`src/rtl/seq_alu_if.sv`:
```
// Request/result handshake bundle for seq_alu: operands and tag flow in,
// the registered 2*WIDTH result with flags and tag flows back out.
interface seq_alu_if #(
    parameter int WIDTH = 32,
    parameter int TAG_W = 4
);
    logic                 in_valid;
    logic                 in_ready;
    logic [1:0]           op;
    logic [WIDTH-1:0]     A;
    logic [WIDTH-1:0]     B;
    logic [TAG_W-1:0]     tag_in;

    logic                 out_valid;
    logic                 out_ready;
    logic [2*WIDTH-1:0]   ALU_Out;
    logic                 carry;
    logic                 ovf;
    logic                 zero;
    logic [TAG_W-1:0]     tag_out;

    // Issue/writeback side.
    modport master (
        output in_valid, op, A, B, tag_in, out_ready,
        input  in_ready, out_valid, ALU_Out, carry, ovf, zero, tag_out
    );

    // ALU side.
    modport slave (
        input  in_valid, op, A, B, tag_in, out_ready,
        output in_ready, out_valid, ALU_Out, carry, ovf, zero, tag_out
    );
endinterface

```
`src/rtl/seq_alu.sv`:
```
// Registered, handshaked ALU: single-cycle ADD/SUB and an iterative shift-add
// unsigned/signed multiplier producing a full 2*WIDTH product, one op in flight.
module seq_alu #(
    parameter int WIDTH = 32,
    parameter int TAG_W = 4
) (
    input  logic       clk,
    input  logic       rst,
    seq_alu_if.slave   bus
);
    localparam int CW = $clog2(WIDTH + 1);
    localparam logic [CW-1:0] CNT_ONE  = CW'(1);
    localparam logic [CW-1:0] CNT_FULL = CW'(WIDTH);

    localparam logic [1:0] OP_ADD  = 2'b00;
    localparam logic [1:0] OP_SUB  = 2'b01;
    localparam logic [1:0] OP_MULU = 2'b10;
    localparam logic [1:0] OP_MULS = 2'b11;

    typedef enum logic [1:0] {
        IDLE = 2'b00,
        MUL  = 2'b01,
        DONE = 2'b10
    } state_t;

    state_t               state_reg,     state_next;
    logic [CW-1:0]        cnt_reg,       cnt_next;
    logic [2*WIDTH-1:0]   mcand_reg,     mcand_next;
    logic [WIDTH-1:0]     mplier_reg,    mplier_next;
    logic [2*WIDTH-1:0]   acc_reg,       acc_next;
    logic                 sign_reg,      sign_next;
    logic [TAG_W-1:0]     tag_pend_reg,  tag_pend_next;

    logic                 out_valid_reg, out_valid_next;
    logic [2*WIDTH-1:0]   result_reg,    result_next;
    logic                 carry_reg,     carry_next;
    logic                 ovf_reg,       ovf_next;
    logic                 zero_reg,      zero_next;
    logic [TAG_W-1:0]     tag_out_reg,   tag_out_next;

    // Operand-side arithmetic, only meaningful on the accept cycle.
    logic [WIDTH:0]       sum_ext;
    logic [WIDTH:0]       diff_ext;
    logic                 is_muls;
    logic [WIDTH-1:0]     mag_a;
    logic [WIDTH-1:0]     mag_b;
    logic                 add_ovf;
    logic                 sub_ovf;

    assign sum_ext  = {1'b0, bus.A} + {1'b0, bus.B};
    // The extra top bit of a zero-extended subtraction is the unsigned borrow.
    assign diff_ext = {1'b0, bus.A} - {1'b0, bus.B};
    assign is_muls  = (bus.op == OP_MULS);

    // Magnitudes for signed multiply; -2^(W-1) maps onto itself as an unsigned value.
    assign mag_a = (is_muls && bus.A[WIDTH-1]) ? -bus.A : bus.A;
    assign mag_b = (is_muls && bus.B[WIDTH-1]) ? -bus.B : bus.B;

    assign add_ovf = (bus.A[WIDTH-1] == bus.B[WIDTH-1]) &&
                     (sum_ext[WIDTH-1] != bus.A[WIDTH-1]);
    assign sub_ovf = (bus.A[WIDTH-1] != bus.B[WIDTH-1]) &&
                     (diff_ext[WIDTH-1] != bus.A[WIDTH-1]);

    // Partial product for this step: the shifted multiplicand gated by the multiplier LSB.
    logic [2*WIDTH-1:0]   addend;
    logic [2*WIDTH-1:0]   acc_sum;
    logic [2*WIDTH-1:0]   product_final;

    generate
        for (genvar gi = 0; gi < 2*WIDTH; gi++) begin : g_addend
            assign addend[gi] = mcand_reg[gi] & mplier_reg[0];
        end
    endgenerate

    assign acc_sum       = acc_reg + addend;
    assign product_final = sign_reg ? -acc_sum : acc_sum;

    always_comb begin
        state_next     = state_reg;
        cnt_next       = cnt_reg;
        mcand_next     = mcand_reg;
        mplier_next    = mplier_reg;
        acc_next       = acc_reg;
        sign_next      = sign_reg;
        tag_pend_next  = tag_pend_reg;
        out_valid_next = out_valid_reg;
        result_next    = result_reg;
        carry_next     = carry_reg;
        ovf_next       = ovf_reg;
        zero_next      = zero_reg;
        tag_out_next   = tag_out_reg;

        unique case (state_reg)
            IDLE: begin
                if (bus.in_valid) begin
                    tag_pend_next = bus.tag_in;
                    unique case (bus.op)
                        OP_ADD: begin
                            result_next    = {{WIDTH{1'b0}}, sum_ext[WIDTH-1:0]};
                            carry_next     = sum_ext[WIDTH];
                            ovf_next       = add_ovf;
                            zero_next      = (sum_ext[WIDTH-1:0] == '0);
                            tag_out_next   = bus.tag_in;
                            out_valid_next = 1'b1;
                            state_next     = DONE;
                        end
                        OP_SUB: begin
                            result_next    = {{WIDTH{1'b0}}, diff_ext[WIDTH-1:0]};
                            carry_next     = diff_ext[WIDTH];
                            ovf_next       = sub_ovf;
                            zero_next      = (diff_ext[WIDTH-1:0] == '0);
                            tag_out_next   = bus.tag_in;
                            out_valid_next = 1'b1;
                            state_next     = DONE;
                        end
                        OP_MULU, OP_MULS: begin
                            mcand_next  = {{WIDTH{1'b0}}, mag_a};
                            mplier_next = mag_b;
                            acc_next    = '0;
                            sign_next   = is_muls && (bus.A[WIDTH-1] ^ bus.B[WIDTH-1]);
                            cnt_next    = CNT_FULL;
                            state_next  = MUL;
                        end
                        default: ;
                    endcase
                end
            end

            MUL: begin
                acc_next    = acc_sum;
                mcand_next  = {mcand_reg[2*WIDTH-2:0], 1'b0};
                mplier_next = {1'b0, mplier_reg[WIDTH-1:1]};
                cnt_next    = cnt_reg - CNT_ONE;
                // The last step folds its partial product straight into the result.
                if (cnt_reg == CNT_ONE) begin
                    result_next    = product_final;
                    carry_next     = 1'b0;
                    ovf_next       = 1'b0;
                    zero_next      = (acc_sum == '0);
                    tag_out_next   = tag_pend_reg;
                    out_valid_next = 1'b1;
                    state_next     = DONE;
                end
            end

            DONE: begin
                if (bus.out_ready) begin
                    out_valid_next = 1'b0;
                    state_next     = IDLE;
                end
            end

            default: state_next = IDLE;
        endcase
    end

    always_ff @(posedge clk) begin
        if (rst) begin
            state_reg     <= IDLE;
            cnt_reg       <= '0;
            mcand_reg     <= '0;
            mplier_reg    <= '0;
            acc_reg       <= '0;
            sign_reg      <= 1'b0;
            tag_pend_reg  <= '0;
            out_valid_reg <= 1'b0;
            result_reg    <= '0;
            carry_reg     <= 1'b0;
            ovf_reg       <= 1'b0;
            zero_reg      <= 1'b0;
            tag_out_reg   <= '0;
        end else begin
            state_reg     <= state_next;
            cnt_reg       <= cnt_next;
            mcand_reg     <= mcand_next;
            mplier_reg    <= mplier_next;
            acc_reg       <= acc_next;
            sign_reg      <= sign_next;
            tag_pend_reg  <= tag_pend_next;
            out_valid_reg <= out_valid_next;
            result_reg    <= result_next;
            carry_reg     <= carry_next;
            ovf_reg       <= ovf_next;
            zero_reg      <= zero_next;
            tag_out_reg   <= tag_out_next;
        end
    end

    assign bus.in_ready  = (state_reg == IDLE);
    assign bus.out_valid = out_valid_reg;
    assign bus.ALU_Out   = result_reg;
    assign bus.carry     = carry_reg;
    assign bus.ovf       = ovf_reg;
    assign bus.zero      = zero_reg;
    assign bus.tag_out   = tag_out_reg;

endmodule

```
`src/flat_wrapper.sv`:
```
// flat-port wrapper written by rule: the top's interface ports become plain ports
module seq_alu_flat 
#(
    parameter int WIDTH = 32,
    parameter int TAG_W = 4
)
  (clk, rst, bus_in_valid, bus_op, bus_A, bus_B, bus_tag_in, bus_out_ready, bus_in_ready, bus_out_valid, bus_ALU_Out, bus_carry, bus_ovf, bus_zero, bus_tag_out);
  seq_alu_if #(.WIDTH(WIDTH), .TAG_W(TAG_W)) bus_i ();
  input  logic clk;
  input  logic rst;
  input wire logic [$bits(bus_i.in_valid)-1:0] bus_in_valid;
  input wire logic [$bits(bus_i.op)-1:0] bus_op;
  input wire logic [$bits(bus_i.A)-1:0] bus_A;
  input wire logic [$bits(bus_i.B)-1:0] bus_B;
  input wire logic [$bits(bus_i.tag_in)-1:0] bus_tag_in;
  input wire logic [$bits(bus_i.out_ready)-1:0] bus_out_ready;
  output wire logic [$bits(bus_i.in_ready)-1:0] bus_in_ready;
  output wire logic [$bits(bus_i.out_valid)-1:0] bus_out_valid;
  output wire logic [$bits(bus_i.ALU_Out)-1:0] bus_ALU_Out;
  output wire logic [$bits(bus_i.carry)-1:0] bus_carry;
  output wire logic [$bits(bus_i.ovf)-1:0] bus_ovf;
  output wire logic [$bits(bus_i.zero)-1:0] bus_zero;
  output wire logic [$bits(bus_i.tag_out)-1:0] bus_tag_out;
  assign bus_i.in_valid = bus_in_valid;
  assign bus_i.op = bus_op;
  assign bus_i.A = bus_A;
  assign bus_i.B = bus_B;
  assign bus_i.tag_in = bus_tag_in;
  assign bus_i.out_ready = bus_out_ready;
  assign bus_in_ready = bus_i.in_ready;
  assign bus_out_valid = bus_i.out_valid;
  assign bus_ALU_Out = bus_i.ALU_Out;
  assign bus_carry = bus_i.carry;
  assign bus_ovf = bus_i.ovf;
  assign bus_zero = bus_i.zero;
  assign bus_tag_out = bus_i.tag_out;
  seq_alu #(.WIDTH(WIDTH), .TAG_W(TAG_W)) u_core (.clk(clk), .rst(rst), .bus(bus_i));
endmodule
```
`config.mk`:
```
export PLATFORM = sky130hd
export DESIGN_NAME = seq_alu_flat
export DESIGN_NICKNAME = d
export VERILOG_FILES = /design/src/rtl/seq_alu_if.sv /design/src/rtl/seq_alu.sv /design/src/flat_wrapper.sv
export SDC_FILE = /design/constraint.sdc
export NUM_CORES = 1
export LEC_CHECK = 0
export CAP_MARGIN = 10
export CORE_MARGIN = 2
export CORE_UTILIZATION = 50
export DETAILED_ROUTE_END_ITERATION = 8
export GPL_TIMING_DRIVEN = 1
export PLACE_DENSITY_LB_ADDON = 0.2
export SYNTH_ARGS = -nofsm -noshare
export SYNTH_HDL_FRONTEND = slang
export SYNTH_SLANG_ARGS = --single-unit
```
`constraint.sdc`:
```
create_clock -name clk -period 15 [get_ports clk]
set_clock_uncertainty 0.15 [all_clocks]
set_input_delay 3 -clock clk [delete_from_list [all_inputs] [get_ports clk]]
set_output_delay 3 -clock clk [all_outputs]
set_load 0.02 [all_outputs]
```
==> out/qor.txt <==
Leak -> 9.18 nW
initial antenna violation count -> 1
Yosys cell types -> 96
Hold Slack -> 0.304 ns
yosys warns -> 0
P per Cell Area -> 88.0 mW/mm^2
Avg Cell Area, Syn -> 7.22 um^2
Area Growth Syn to Fin -> 13.3%
Resized Gates After CTS -> 0
fillers -> 3898
DR WL/cell -> 24.3 um
critical path's slowest cell -> a31oi_1
status -> complete, no violations
CTS Buffer Depth -> 3
pin count of the biggest net entering global routing -> 144
Worst-Margin Slew -> 1.23 ns
global route overflow -> 0
top_reg_cell synth -> dfxtp_1
worst hold endpoint -> u_core.bus.ALU_Out[56]$_SDFFE_PP0P_
n_diodes -> 0
Post-synth EDFFs -> 0
worst min-delay path class -> flip-flop to flip-flop
clk slew on worst S/H paths -> 0.06 ns
cells after synthesis -> 2916
post-synthesis async set-or-reset flop share -> 0
GRT Util Overall -> 0.378
DRC -> 0
Setup Total Neg Slack -> 0 ns
CTS Root Cell -> clkbuf_16
crit path cell chain -> clkdlybuf4s50_1, inv_1, ha_1, a21oi_1, nor2_1, a211o_1, o31a_1, a31oi_1, o221ai_1, xnor2_1, nand4_1, or4_1, a21oi_1
Crit Path Max Fanout -> 9
slowest stage delay, CP -> 0.60 ns
reg2reg start -> u_core.mplier_reg[0]$_SDFFE_PP0P_
count of final hold-check violations -> 0
vias in the first global route -> 21500
Die Area -> 0.0438 mm^2
cell mode on critical path -> a21oi_1
Final setup viols -> 0
Worst Path Required -> 15.37 ns
Worst EP arrival -> 7.63 ns
Seq cells post-synth -> 245
Slew headroom -> 0.179
hold path startpoint -> u_core.bus.ALU_Out[56]$_SDFFE_PP0P_
die width -> 209 um
GPL Wtd Cong -> 0.973
CP startpoint kind -> input pin
layout net count -> 3138
first-pass GRT wire length -> 130 mm
max-slew violation count -> 0
hpwl dp -> 66.8 mm
H-tree level count -> 1
Pre-antenna DRT Iters -> 9
FF-to-FF setup slack -> 8.25 ns
crit path capture type -> flip-flop
Detail Route Antenna Nets -> 0
Mapped Area -> 0.0210 mm^2
Die Y -> 209 um
register area share after synthesis -> 0.233
drt total wl -> 84.9 mm
CTS Buf Count -> 31
WS Path Type -> input pin to flip-flop
WHS Path Cells -> 2
I/O pin cnt -> 147
cells on worst reg2reg path -> 17
Worst VDD drop -> 0.104 mV
crit share post-route -> 0.484
syn nets -> 3125
Sink Count -> 245
maxcap violations -> 0
Vias/cell -> 6.53
unrepaired setup endpoints after global routing -> no
CTS tree -> done
DR vias -> 22800
Setup Buffers After CTS -> 0
I/O Buffers -> 146
DRT iter0 DRCs -> 2548
FF-to-FF End -> u_core.bus.ALU_Out[35]$_SDFFE_PP0P_
Hold Buf Count CTS -> 0
fin crit period -> 7.26 ns
row cnt -> 75
top achievable clock speed -> 0.138 GHz
share of cells above drive strength 1 -> 0.0450
clock latency on the worst-skew pair -> 0.59 ns
Core Box Area -> 0.0418 mm^2
Starting Density -> 0.504
[cells in the mapped netlist (32+ instances only)]
| library cell | count | share of area |
|---|---|---|
| a211oi_1 | 51 | 0.018 |
| a21oi_1 | 248 | 0.059 |
| a22oi_1 | 91 | 0.032 |
| a31oi_1 | 32 | 0.0095 |
| and2_1 | 74 | 0.022 |
| clkbuf_1 | 173 | 0.031 |
| dfxtp_1 | 245 | 0.23 |
| ha_1 | 132 | 0.078 |
| inv_1 | 89 | 0.016 |
| nand2_1 | 257 | 0.046 |
| nand3_1 | 45 | 0.011 |
| nand4_1 | 45 | 0.013 |
| nor2_1 | 413 | 0.074 |
| nor3_1 | 75 | 0.018 |
| nor4_1 | 48 | 0.014 |
| o21ai_0 | 142 | 0.034 |
| o21ai_1 | 41 | 0.0097 |
| o31ai_1 | 38 | 0.014 |
| xnor2_1 | 150 | 0.062 |
| xor2_1 | 81 | 0.034 |
[critical path, delay by kind of cell]
| family | cells | cell delay (ns) |
|---|---|---|
| adders and majority gates | 1 | 0.48 |
| and+or+nand+nor | 3 | 0.81 |
| AOI/OAI and AO/OA | 6 | 2.26 |
| xor gates and xnor gates | 1 | 0.38 |
| buffers and inverters | 2 | 0.66 |
[cell type report]
cell class                 instances  area [um^2]  share of cell area
timing repair buffer             171         1660              0.0695
clock inverter                    22          357              0.0149
multi-input combinational       2386        15100               0.633
inverter                          94          353              0.0148
tap                              539          674              0.0283
sequential                       245         4910               0.206
clock buffer                      35          811              0.0340
[cells by family after synthesis]
logic type | synth area share
AND/OR/NAND/NOR | 0.246
AO/OA/AOI/OAI | 0.281
buffers and inverters | 0.0511
flip-flops | 0.233
XOR/XNOR | 0.0961
adder cells (fa/ha/maj) | 0.0813
multiplexers | 0.0112
[through the flow]
step	setup WS [ns]	area, um^2	util	power, mW	cells
after floorplan	8.55	21000	-	1.04	2916
after global placement	7.15	22700	0.543	1.24	3433
after detailed placement	7.31	22700	0.543	1.24	3434
after CTS	7.92	23900	0.571	2.09	3491
after global routing	7.47	23900	0.571	2.17	3492
final	7.74	23900	0.571	2.10	3492
[how the worst max path moves through the flow]
stage	cells after the start	to	from
CTS	13	u_core.bus.zero$_SDFFE_PP0P_	bus_B[6]
detailed placement	13	u_core.bus.zero$_SDFFE_PP0P_	bus_B[6]
global route	15	u_core.bus.zero$_SDFFE_PP0P_	bus_B[2]
global placement	13	u_core.bus.zero$_SDFFE_PP0P_	bus_B[12]
finish	13	u_core.bus.zero$_SDFFE_PP0P_	bus_B[6]
floorplan	15	u_core.bus.zero$_SDFFE_PP0P_	bus_B[2]
[report_power, final]
group	total [mW]	switching (mW)	internal [mW]
clock network	0.856	0.325	0.532
registers	0.699	0.0220	0.677
logic	0.543	0.361	0.182
total	2.10	0.708	1.39
[placed cells by master (no fill, tap or decap), types with 74 or more instances in the layout]
cell type,count
xor2_1,81
a21oi_1,247
xnor2_1,150
o21ai_0,142
clkdlybuf4s50_1,145
inv_1,89
nor3_1,75
dfxtp_1,244
nand2_1,257
nor2_1,412
a22oi_1,91
and2_1,74
ha_1,132
[metal layers]
layer	part of all wire	wire [um]	track usage
met1	0.43	36600	0.512
met2	0.45	38100	0.610
met3	0.072	6070	0.0436
met4	0.048	4050	0.158
met5	0	0	0
No activity file was read; power rests on OpenSTA's default activity.
